## config.mk

```make
export PLATFORM = sky130hd
export DESIGN_NAME = calc_cmd_initiator
export DESIGN_NICKNAME = d
export VERILOG_FILES = /design/src/rtl/calc_cmd_initiator.sv
export SDC_FILE = /design/constraint.sdc
export NUM_CORES = 1
export LEC_CHECK = 0
export CAP_MARGIN = 20
export CORE_MARGIN = 8
export CORE_UTILIZATION = 49
export DETAILED_ROUTE_END_ITERATION = 6
export PLACE_DENSITY = 0.84
export SYNTH_ARGS = -nofsm -noshare
export SYNTH_HDL_FRONTEND = slang
export SYNTH_SLANG_ARGS = --single-unit
```

## constraint.sdc

```tcl
create_clock -name clk -period 2.3 [get_ports clk]
set_input_delay 0.46 -clock clk [delete_from_list [all_inputs] [get_ports clk]]
set_output_delay 0.46 -clock clk [all_outputs]
set_load 0.02 [all_outputs]
```

## src/rtl/calc_cmd_initiator.sv

```systemverilog
// Initiator end of the calculator operand interface: issues tagged commands to a
// 1-cycle registered core and returns tagged results through a credit-guarded FIFO.
module calc_cmd_initiator #(
  parameter int RSP_DEPTH = 4,
  parameter int TAG_W     = 4,
  parameter int CNT_W     = 16
) (
  input  logic             clk,
  input  logic             reset_high,
  input  logic             req_valid,
  output logic             req_ready,
  input  logic [31:0]      req_a,
  input  logic [31:0]      req_b,
  input  logic [2:0]       req_op,
  input  logic [TAG_W-1:0] req_tag,
  output logic [31:0]      calc_a,
  output logic [31:0]      calc_b,
  output logic [2:0]       calc_opcode,
  input  logic [32:0]      calc_result,
  output logic             rsp_valid,
  input  logic             rsp_ready,
  output logic [32:0]      rsp_result,
  output logic [TAG_W-1:0] rsp_tag,
  output logic             rsp_err,
  output logic             busy,
  output logic [CNT_W-1:0] issued_count
);

  localparam int AW = $clog2(RSP_DEPTH);
  localparam int OW = AW + 2;
  localparam int EW = 33 + TAG_W + 1;

  logic             s1_v, s1_err, s2_v, s2_err;
  logic [TAG_W-1:0] s1_tag, s2_tag;

  logic [EW-1:0]    mem [RSP_DEPTH];
  logic [AW-1:0]    wr_ptr, rd_ptr;
  logic [AW:0]      fifo_count;
  logic [EW-1:0]    head;

  logic             accept, push, pop, req_err;
  logic [OW-1:0]    occupancy;

  // Credits count every command that will eventually land in the FIFO, so a
  // push can never meet a full FIFO regardless of response backpressure.
  always_comb begin
    occupancy = OW'(fifo_count) + OW'(s1_v) + OW'(s2_v);
    req_ready = !reset_high && (occupancy < OW'(RSP_DEPTH));
  end

  always_comb begin
    accept = req_valid && req_ready;
    push   = s2_v;
    pop    = rsp_valid && rsp_ready;
  end

  always_comb begin
    req_err = 1'b1;
    case (req_op)
      3'd1, 3'd2, 3'd3: req_err = 1'b0;
      3'd4:             req_err = (req_b == '0);
      default:          req_err = 1'b1;
    endcase
  end

  // Drive stage: operands hold when idle, opcode returns to 0.
  always_ff @(posedge clk) begin
    if (reset_high) begin
      calc_a       <= '0;
      calc_b       <= '0;
      calc_opcode  <= '0;
      s1_v         <= 1'b0;
      s1_tag       <= '0;
      s1_err       <= 1'b0;
      issued_count <= '0;
    end else if (accept) begin
      calc_a       <= req_a;
      calc_b       <= req_b;
      calc_opcode  <= req_op;
      s1_v         <= 1'b1;
      s1_tag       <= req_tag;
      s1_err       <= req_err;
      issued_count <= issued_count + CNT_W'(1);
    end else begin
      calc_opcode  <= '0;
      s1_v         <= 1'b0;
    end
  end

  // Result-wait stage: advances every cycle, the pipeline never stalls.
  always_ff @(posedge clk) begin
    if (reset_high) begin
      s2_v   <= 1'b0;
      s2_tag <= '0;
      s2_err <= 1'b0;
    end else begin
      s2_v   <= s1_v;
      s2_tag <= s1_tag;
      s2_err <= s1_err;
    end
  end

  always_ff @(posedge clk) begin
    if (push) begin
      mem[wr_ptr] <= {calc_result, s2_tag, s2_err};
    end
  end

  always_ff @(posedge clk) begin
    if (reset_high) begin
      wr_ptr     <= '0;
      rd_ptr     <= '0;
      fifo_count <= '0;
    end else begin
      if (push) wr_ptr <= wr_ptr + AW'(1);
      if (pop)  rd_ptr <= rd_ptr + AW'(1);
      case ({push, pop})
        2'b10:   fifo_count <= fifo_count + (AW+1)'(1);
        2'b01:   fifo_count <= fifo_count - (AW+1)'(1);
        default: fifo_count <= fifo_count;
      endcase
    end
  end

  // Head is masked while empty so stale storage never shows on rsp_*.
  always_comb begin
    head       = mem[rd_ptr];
    rsp_valid  = (fifo_count != '0);
    rsp_result = rsp_valid ? head[EW-1 -: 33] : '0;
    rsp_tag    = rsp_valid ? head[TAG_W:1] : '0;
    rsp_err    = rsp_valid ? head[0] : 1'b0;
    busy       = s1_v || s2_v || (fifo_count != '0);
  end

endmodule

```

# == Word level (Yosys, flattened, before mapping) ==
# Memory sizes are Yosys's and may differ from the RTL's. A register that Yosys moved wholly into a read port is not among the register bits.
# Cells that the tools add are included.
# totals
register_bits,102
ramBits,152
inputBits,108
out_inout_bits,124
word_cells,50
mem_count,1
# classes
n_addsub,7
order_cmp,1
eq_ne,6
n_mux,10
n_bitwise,1
reduce_logical,11
# mem_list
name,depth,word_bits,read_ports,rd_clocked_by_memory_dff,wr,line_no,source
mem,4,38,1,1,1,36,logic [EW-1:0] mem [RSP_DEPTH];
# op_table
op,n
33-bit 2-to-1 mux,1
32-bit zero test,1
16-bit by 1-bit adder with 16-bit output (second input constant),1
3-bit by 2-bit == test with 1-bit output (second input constant),2
3-bit one-hot mux with 2 select lines,1
2-bit by 1-bit adder with 2-bit output (second input constant),2
3-bit by 1-bit adder with 4-bit output,1
4-bit by 1-bit adder with 4-bit output,1
4-bit by 3-bit less-than comparator with 1-bit output (second input constant),1
1-bit 2-to-1 mux,4
2-bit 2-to-1 mux,2
4-bit 2-to-1 mux,1
3-bit by 1-bit adder with 3-bit output (second input constant),1
3-bit by 1-bit == test with 1-bit output (second input constant),1
3-bit == test (second input constant),1
1-bit logical AND,3
3-bit nonzero test,1
3-bit OR reduction,1
3-bit by 1-bit subtractor with 3-bit output (second input constant),1
2-bit by 1-bit == test with 1-bit output (second input constant),1
2-bit == test (second input constant),1
1-bit logical OR,2
1-bit one-hot mux with 2 select lines,1
2-bit nonzero test,1
other kinds (3),3

# == Longest topological paths before layout ==
# Gate-level depths: netlist of run 1.
# depth
depth_word,7
ltp_mapped,9
ltp_nobuf,8

# == Worst setup path before layout of run 1 ==
# Ideal clock, no wire load.
# synth_timing
path_kind,flip-flop to output port
start,reg (tool-made name)
end,out rsp_result[15]
arrival_ns,1.634
required_ns,1.840
setup_slack_ns,0.206
stages_incl_launch_ff,5
path_buffers,2
path_cell_list,dfxtp_1 > buf_2 > buf_2 > mux4_2 > and2_1
# synth_lines
element,line_no,source
end: declaration,22,"output logic [32:0] rsp_result,"

==> flow_summary.ini, run 1 <==
[worst_setup_path]
cp_max_fo = 8
worstSetupEndpointType = output pin
timing.rr.start = fifo_count[0]$_SDFFE_PP0P_
critical_path_class = flip-flop to output pin
startpoint_type = flip-flop
cp.arrival_ps = 1950
cpMaxStageDelayCell = mux4_2
max_stage_delay_ps = 530
crit_required_ps = 1840
path_cells = buf_12, mux4_2, and2_4, buf_6

[floorplan]
core-area_um2 = 19400
rows = 51
die-area_um2 = 24400
dieHeight_um = 156
initial_core_util_pct = 49.6
io_pins = 232
die_w_um = 156

[cells_and_area]
areaGrowthSynthToFinish_pct = 40.6
drive_above_1_share_pct = 20.6
nets = 1076
final_common_cell = clkdlybuf4s50_1
layout_common_cells = clkdlybuf4s50_1 (189), edfxtp_1 (152), nand2_1 (148), dfxtp_1 (100), a21oi_1 (79)
antennaDiodeCount = 0

[synthesis]
synth_ff_type = edfxtp_1
synthArstFlopShare_pct = 0
synth_edf_count = 152
syn_area_per_cell_um2 = 13.5
ys_warn_count = 0
synth.distinct_cells = 38
yosysTopAreaCellShare_pct = 47.4
yosysTopAreaCell = edfxtp_1
ys_top_cells_by_area = edfxtp_1 (47%), dfxtp_1 (22%), mux4_2 (8.9%), nand2_1 (5.8%), a21oi_1 (4.1%)
synthesis.area_um2 = 9630
synth-seq-cells = 256
synth_cells = 711
syn_nets = 827
ys_seq_area_share_pct = 69.0

[cts]
cts_tree = built
htreeDepth = 1
insertion_delay_ps = 520
cts_num_sinks = 256
cts_buffers = 27
postCtsHoldBufs = 0
clock_path_buffers = 3
clk_pin_slew_ps = 60
cts_root_buffer = clkbuf_16

[timing]
timing.final.ws_setup_ps = -107
period_minus_slack_ps = 2410
tns_ps = -2340
clock.fmax_ghz = 0.415
finalHoldViolations = 0
max-slew-margin-rel_pct = 31.7
final.setup_skew_ps = 9.61
slew_viol_final = 0
fin_hold_ws_ps = 453
setup_violations = 38
rsz0062_at_grt = true
fin_crit_sh_pct = 105
worst_pin_slew_ps = 1020

[run_status]
violations = negative setup slack
status = finished with violations

[pwr]
power_density_nw_per_um2 = 974
power_leakage_nw = 4.68
irDropWorstVdd_mv = 0.615

[global_route]
grt_usage_pct = 19.5
grt_max_degree = 95
antenna_found_initial = 0
grt_pass1_vias = 6983
grt.overflow.total = 0
grt_pass1_wl_um = 37400

[worst_hold_path]
worstHoldStart = calc_a[5]$_SDFFE_PP0P_
hp-class = flip-flop to flip-flop

[drt]
wl_per_cell_um = 20.1
drtIter0Drc = 375
first_pass_iters = 4
drtAntennaViolNets = 0
via_count = 6637
drt_wl_total_um = 25000
viasPerCell = 5.33
drc = 0

[run]
maxCapViolations = 0

[place]
portBuffers = 231
place_congestion = 0.787
dp_hpwl_um = 15900
## cell families (layout without fill, tap and decap cells)
group / after synthesis / count (layout) / share of synthesized area, %
AO/OA/AOI/OAI: 99 / 99 / 5.51
XOR/XNOR: 9 / 9 / 0.818
adder cells (fa/ha/maj): 8 / 8 / 1.12
buffers and inverters: 47 / 316 / 2.17
flip-flops: 256 / 256 / 69.0
multiplexers: 40 / 40 / 9.09
AND/OR/NAND/NOR: 252 / 252 / 12.3
## where the power goes
part | internal, mW | total [mW] | leakage (nW) | switching [mW]
registers | 5.02 | 5.13 | 2.23 | 0.108
clock network | 2.54 | 4.27 | 0.423 | 1.73
logic | 2.06 | 3.79 | 2.03 | 1.73
## area by class of cell
cell class / instances / area, um2
clock buffers: 34 / 712
inverters: 8 / 30.0
well taps: 265 / 332
fillers: 1294 / 5860
clock inverters: 15 / 168
repair buffers: 259 / 2750
flip-flops and latches: 256 / 6660
multi-input cells: 408 / 2890
## sequential cells by signal, summed over array words and instances (netlist names), 3 cells and up, named ones only
register      cells
calc_a           32
issued_count     16
calc_b           32
fifo_count        3
s2_tag            4
calc_opcode       3
s1_tag            4
mem             152
## worst max-delay path: cells and delay by family, from the launching register on
family,cells,cell delay [ps]
DFF,1,440
and+or+nand+nor,1,160
buffers and inverters,2,290
muxes,1,530
## path summary, 6_finish.rpt
| path | cells past startpoint | endpoint | slack, ps |
|---|---|---|---|
| max reg2reg | 9 | fifo_count[2]$_SDFFE_PP0P_ | 150 |
| min reg2reg | 2 | calc_a[5]$_SDFFE_PP0P_ | 450 |
| min | 2 | calc_a[5]$_SDFFE_PP0P_ | 450 |
| max | 4 | rsp_result[7] | -110 |
## per-stage QoR
step	instance area (um2)	utilization [%]	worst slack (ps)	power [mW]	cells
finish	13500	69.8	-107	13.2	1245
CTS	13500	69.5	-179	13.0	1244
global route	13500	69.8	-147	13.7	1245
floorplan	9630	-	206	6.79	711
detailed placement	12400	63.8	-63.0	8.23	1191
global placement	12400	63.8	-28.2	8.17	1191
## repair_timing
item                                    CTS  global route
endpoints found under the setup margin   41            41
setup buffers                             2             0
pin swaps                                11            28
gates cloned                              2             3
gates resized for setup                 284            13
## layer usage
| layer | wire (um) | track usage (%) | part of all wire, % | vias to the layer above |
|---|---|---|---|---|
| met5 | 0 | 0 | 0 | - |
| met4 | 435 | 4.53 | 1.7 | 0 |
| met3 | 3240 | 9.45 | 13 | 37 |
| met2 | 12500 | 33.9 | 50 | 319 |
| met1 | 8790 | 21.1 | 35 | 3217 |
| li1 | - | - | - | 3064 |
## cells in the mapped netlist (all sizes together) (2+ instances only)
cell type,number
a211oi,2
a21oi,79
and2,47
buf,15
clkbuf,24
dfxtp,104
edfxtp,152
ha,7
inv,8
mux2i,2
mux4,38
nand2,148
nand3,5
nand4,7
nor2,13
nor2b,6
nor4,8
o21ai,8
o31ai,5
or3,8
or4,5
xnor2,5
xor2,4
Power figures use the tool's default switching activity.
==> run 2, diff against run 1 <==
Settings changed: SLEW_MARGIN set to 30.
==> run 2 against run 1 <==
The flow still finishes with violations (negative setup slack). Clock skew decreased by 2.4 ps. Flip-flop and latch count unchanged. Worst hold slack got worse by 1.3 ps. Setup slack improved by 33 ps. Critical path type unchanged. Total power increased by 0.30%.
==> flow_summary.ini, run 2 (same netlist as run 1, synthesis figures left out) <==
[run_status]
status = finished with violations
violations = negative setup slack

[global_route]
antenna_found_initial = 0
grt_pass1_wl_um = 37200
grt.overflow.total = 0
grt_pass1_vias = 6882
grt_max_degree = 95
grt_usage_pct = 19.4

[drt]
viasPerCell = 5.22
drt_wl_total_um = 24600
drc = 0
via_count = 6494
drtIter0Drc = 316
drtAntennaViolNets = 0
first_pass_iters = 4
wl_per_cell_um = 19.8

[pwr]
irDropWorstVdd_mv = 0.589
power_mw = 13.2
power_density_nw_per_um2 = 975
power_leakage_nw = 4.71

[cells_and_area]
biggestRegsByFlops = mem: 152 flops, calc_a: 32 flops, calc_b: 32 flops
fin_area_um2 = 13600
top_register = mem
layout.cells.non_filler = 1245
antennaDiodeCount = 0
final_common_cell = clkdlybuf4s50_1
nets = 1076
fillCellCount = 1325
areaGrowthSynthToFinish_pct = 40.9
layout_common_cells = clkdlybuf4s50_1 (189), edfxtp_1 (152), nand2_1 (148), dfxtp_1 (100), a21oi_1 (79)
drive_above_1_share_pct = 20.6
largest_register_ffs = 152

[run]
maxCapViolations = 0

[floorplan]
initial_core_util_pct = 49.6
die_w_um = 156
rows = 51
io_pins = 232
dieHeight_um = 156
core-area_um2 = 19400
die-area_um2 = 24400

[timing]
timing.final.ws_setup_ps = -74.1
period_minus_slack_ps = 2370
finalHoldViolations = 0
setup_violations = 38
slew_viol_final = 0
max-slew-margin-rel_pct = 52.1
fin_crit_sh_pct = 103
final.setup_skew_ps = 7.19
worst_pin_slew_ps = 719
rsz0062_at_grt = true
clock.fmax_ghz = 0.421

[place]
portBuffers = 231
place_area_um2 = 12400
placedCellCount = 1192
dp_hpwl_um = 16100
place_congestion = 0.787

[worst_setup_path]
worstSetupEndpointType = output pin
path_delay_family = multiplexers
cp_max_fo = 8
startpoint_type = flip-flop
cpMaxStageDelayCell = mux4_2
max_stage_delay_ps = 520
path_cells = buf_12, mux4_2, and2_4, buf_6
cp.arrival_ps = 1910
critical_path_class = flip-flop to output pin
path_buf_inv = 2
crit_required_ps = 1840

[cts]
insertion_delay_ps = 510
cts_buffers = 26
cts_tree = built
postCtsHoldBufs = 0
cts_root_buffer = clkbuf_16
clock_path_buffers = 3
htreeDepth = 1
clk_pin_slew_ps = 60
cts_num_sinks = 256

[worst_hold_path]
hp-class = flip-flop to flip-flop
## run 2: power by group
part	switching, mW	total [mW]	internal (mW)
Clock	1.67	4.32	2.64
Combinational	1.73	3.78	2.06
Sequential	0.106	5.13	5.02
## run 2: worst register-to-register path, delay by kind of cell (launching register included)
kind | cells | cell delay, ps
xor+xnor | 1 | 160
compound gates | 1 | 130
flops | 1 | 360
fa+ha+maj | 2 | 540
buf+inv | 2 | 200
simple gates | 3 | 670
## run 2: final cells by class
cell class              instances  area, um2  share of cell area [%]
well taps                     265        332                    2.44
clock inverters                16        174                    1.28
inverters                       8       30.0                   0.221
flip-flops and latches        256       6660                    49.1
repair buffers                260       2770                    20.4
multi-input cells             408       2890                    21.3
clock buffers                  32        714                    5.27
## run 2: metal layers
metal	global-route usage (%)	vias to the layer above	share of wire, %
li1	-	3071	-
met1	20.4	3150	36
met2	35.1	246	51
met3	8.78	27	11
met4	3.98	0	1.5
met5	0	-	0
## run 2: final timing paths
kind | end | slack (ps) | cells past startpoint | from
worst max-delay path | rsp_result[28] | -70 | 4 | flip-flop
worst min-delay path | calc_a[5]$_SDFFE_PP0P_ | 450 | 2 | calc_a[5]$_SDFFE_PP0P_
worst max register to register | fifo_count[2]$_SDFFE_PP0P_ | 160 | 9 | fifo_count[2]$_SDFFE_PP0P_
worst min register to register | calc_a[5]$_SDFFE_PP0P_ | 450 | 2 | calc_a[5]$_SDFFE_PP0P_
## run 2: through the flow
stage	worst slack (ps)	utilization, %	hold slack [ps]	TNS, ps
after global placement	-28.2	63.8	440	-28.2
final	-74.1	69.9	451	-1800
after global routing	-133	69.9	472	-3990
after detailed placement	-62.5	63.9	446	-68.2
after CTS	-180	69.6	454	-4250
after floorplan	206	-	438	0
## run 2: timing repair
action | in CTS | in global routing
buffers inserted | 2 | 0
gates resized for setup | 283 | 15
setup endpoints to repair | 41 | 41
gates cloned | 2 | 3
pin swaps | 12 | 27
==> run 3, diff against run 2 <==
Settings changed: SETUP_SLACK_MARGIN set to 0.3.
==> run 3 against run 2 <==
The flow still finishes with violations (negative setup slack). Non-clock buffer count rose by 57. Flip-flop and latch count unchanged. Cell count up 4.8%. Combinational power is 30% higher. Global-route usage increased by 4.8 points. Total power increased by 8.6%. Worst hold slack got worse by 250 ps. Core utilization up 12 points. Via count is 15% higher. Critical path depth grew 3. Critical path type unchanged.
==> flow_summary.ini, run 3 (same netlist as run 1, synthesis figures left out) <==
[timing]
tns_ps = -6060
period_minus_slack_ps = 2550
rsz0062_at_grt = true
max-slew-margin-rel_pct = 25.5
clock.fmax_ghz = 0.393
setup_violations = 40
worst_pin_slew_ps = 1120
timing.final.ws_setup_ps = -246
fin_crit_sh_pct = 111
finalHoldViolations = 0
fin_hold_ws_ps = 206
slew_viol_final = 0
final.setup_skew_ps = 15.9

[place]
dp_hpwl_um = 15600
place_congestion = 0.784
placedCellCount = 1190
portBuffers = 231

[cts]
insertion_delay_ps = 510
cts_buffers = 27
postCtsHoldBufs = 0
cts_tree = built
clock_path_buffers = 3
cts_root_buffer = clkbuf_16
htreeDepth = 1
cts_num_sinks = 256
clk_pin_slew_ps = 60

[worst_setup_path]
crit_required_ps = 1840
startpoint_type = flip-flop
critical_path_class = flip-flop to output pin
worstSetupEndpointType = output pin
cp.arrival_ps = 2090
cp_max_fo = 7

[pwr]
p_seq_share_pct = 35.8
power_leakage_nw = 6.76
p_comb_share_pct = 34.3
p_sw_mw = 4.09
irDropWorstVdd_mv = 0.637
cell_internal_pwr_mw = 10.3
swShare_pct = 28.4
pwr-share-clk_pct = 29.9
power_density_nw_per_um2 = 908

[drt]
via_count = 7496
viasPerCell = 5.74
wl_per_cell_um = 26.4
drc = 0
drtAntennaViolNets = 0
drt_wl_total_um = 34400
drtIter0Drc = 646
first_pass_iters = 5

[run]
maxCapViolations = 0

[floorplan]
rows = 51
die_w_um = 156
dieHeight_um = 156
io_pins = 232
die-area_um2 = 24400
core-area_um2 = 19400
initial_core_util_pct = 49.6

[global_route]
grt_max_degree = 66
antenna_found_initial = 2
grt_pass1_vias = 7793
grt_pass1_wl_um = 44900
grt.overflow.total = 0
grt_usage_pct = 24.2

[cells_and_area]
largest_register_ffs = 152
areaGrowthSynthToFinish_pct = 64.2
layout_common_cells = edfxtp_1 (152), clkdlybuf4s50_1 (125), dfxtp_1 (100), nand2_4 (95), a21oi_2 (66)
final_common_cell = edfxtp_1
layout.cells.non_filler = 1305
biggestRegsByFlops = mem: 152 flops, calc_a: 32 flops, calc_b: 32 flops
nets = 1134
top_register = mem
drive_above_1_share_pct = 44.2

[run_status]
violations = negative setup slack
status = finished with violations

[worst_hold_path]
hp-class = input port to flip-flop
## run 3: cell types whose count changed in the layout (fill, tap and decap cells not counted), sizes merged, moves of 2 or more
cell	delta
clkinv	-4
dlygate4sd2	+14
dlymetal6s2s	+50
clkbuf	+9
buf	+56
clkdlybuf4s50	-64
diode	+2
bufinv	-3
## run 3: cell type report
type,instances,area [um2]
inverters,8,46.3
diodes,2,5.00
well taps,265,332
repair buffers,317,3900
clock buffers,40,801
clock inverters,9,77.6
fillers,945,3580
flip-flops and latches,256,6650
multi-input cells,408,4010
## run 3: metrics by stage
step	utilization [%]	area [um2]	power [mW]	worst slack, ps
after floorplan	-	9640	6.80	299
after global placement	63.9	12400	8.19	-21.2
after detailed placement	63.9	12400	8.22	-41.7
after CTS	76.0	14700	13.8	-258
after global routing	81.5	15800	14.8	-293
final	81.5	15800	14.4	-246
## run 3: what timing repair did
action | 4_1_cts | 5_1_grt
gates cloned | 19 | 5
pin swaps | 175 | 87
endpoints found under the setup margin | 116 | 164
setup buffers | 27 | 13
gates resized for setup | 468 | 224
## run 3: worst paths after layout
| check | startpoint | end | slack (ps) | depth (start not counted) |
|---|---|---|---|---|
| min | reset_high | issued_count[7]$_SDFFE_PP0P_ | 210 | 2 |
| max reg2reg | fifo_count[0]$_SDFFE_PP0P_ | issued_count[5]$_SDFFE_PP0P_ | -20 | 10 |
| max | flip-flop | rsp_result[17] | -250 | 7 |
| min reg2reg | calc_a[23]$_SDFFE_PP0P_ | calc_a[23]$_SDFFE_PP0P_ | 460 | 2 |
## run 3: power groups by stage
stage	logic [mW]	registers, mW	clock network [mW]
after floorplan	1.54	5.26	0
after global placement	2.99	5.20	0
after detailed placement	3.02	5.20	0
after CTS	4.39	5.11	4.26
after global routing	5.15	5.15	4.52
final	4.93	5.14	4.30
## run 3: critical path, stage by stage, from the launching register on
cell and delay [ps]:
dfxtp_4 350, buf_12 120, buf_12 100, buf_12 100
buf_16 120, mux4_2 490, and2_4 150, buf_6 120
## run 3: routing by layer
metal | global-route usage, % | vias up | routed length (um) | share of wire [%]
met4 | 9.29 | 0 | 1500 | 4.4
met1 | 25.9 | 3699 | 11600 | 34
met5 | 0 | - | 0 | 0
met2 | 42.6 | 485 | 17400 | 51
li1 | - | 3195 | - | -
met3 | 8.98 | 117 | 3860 | 11
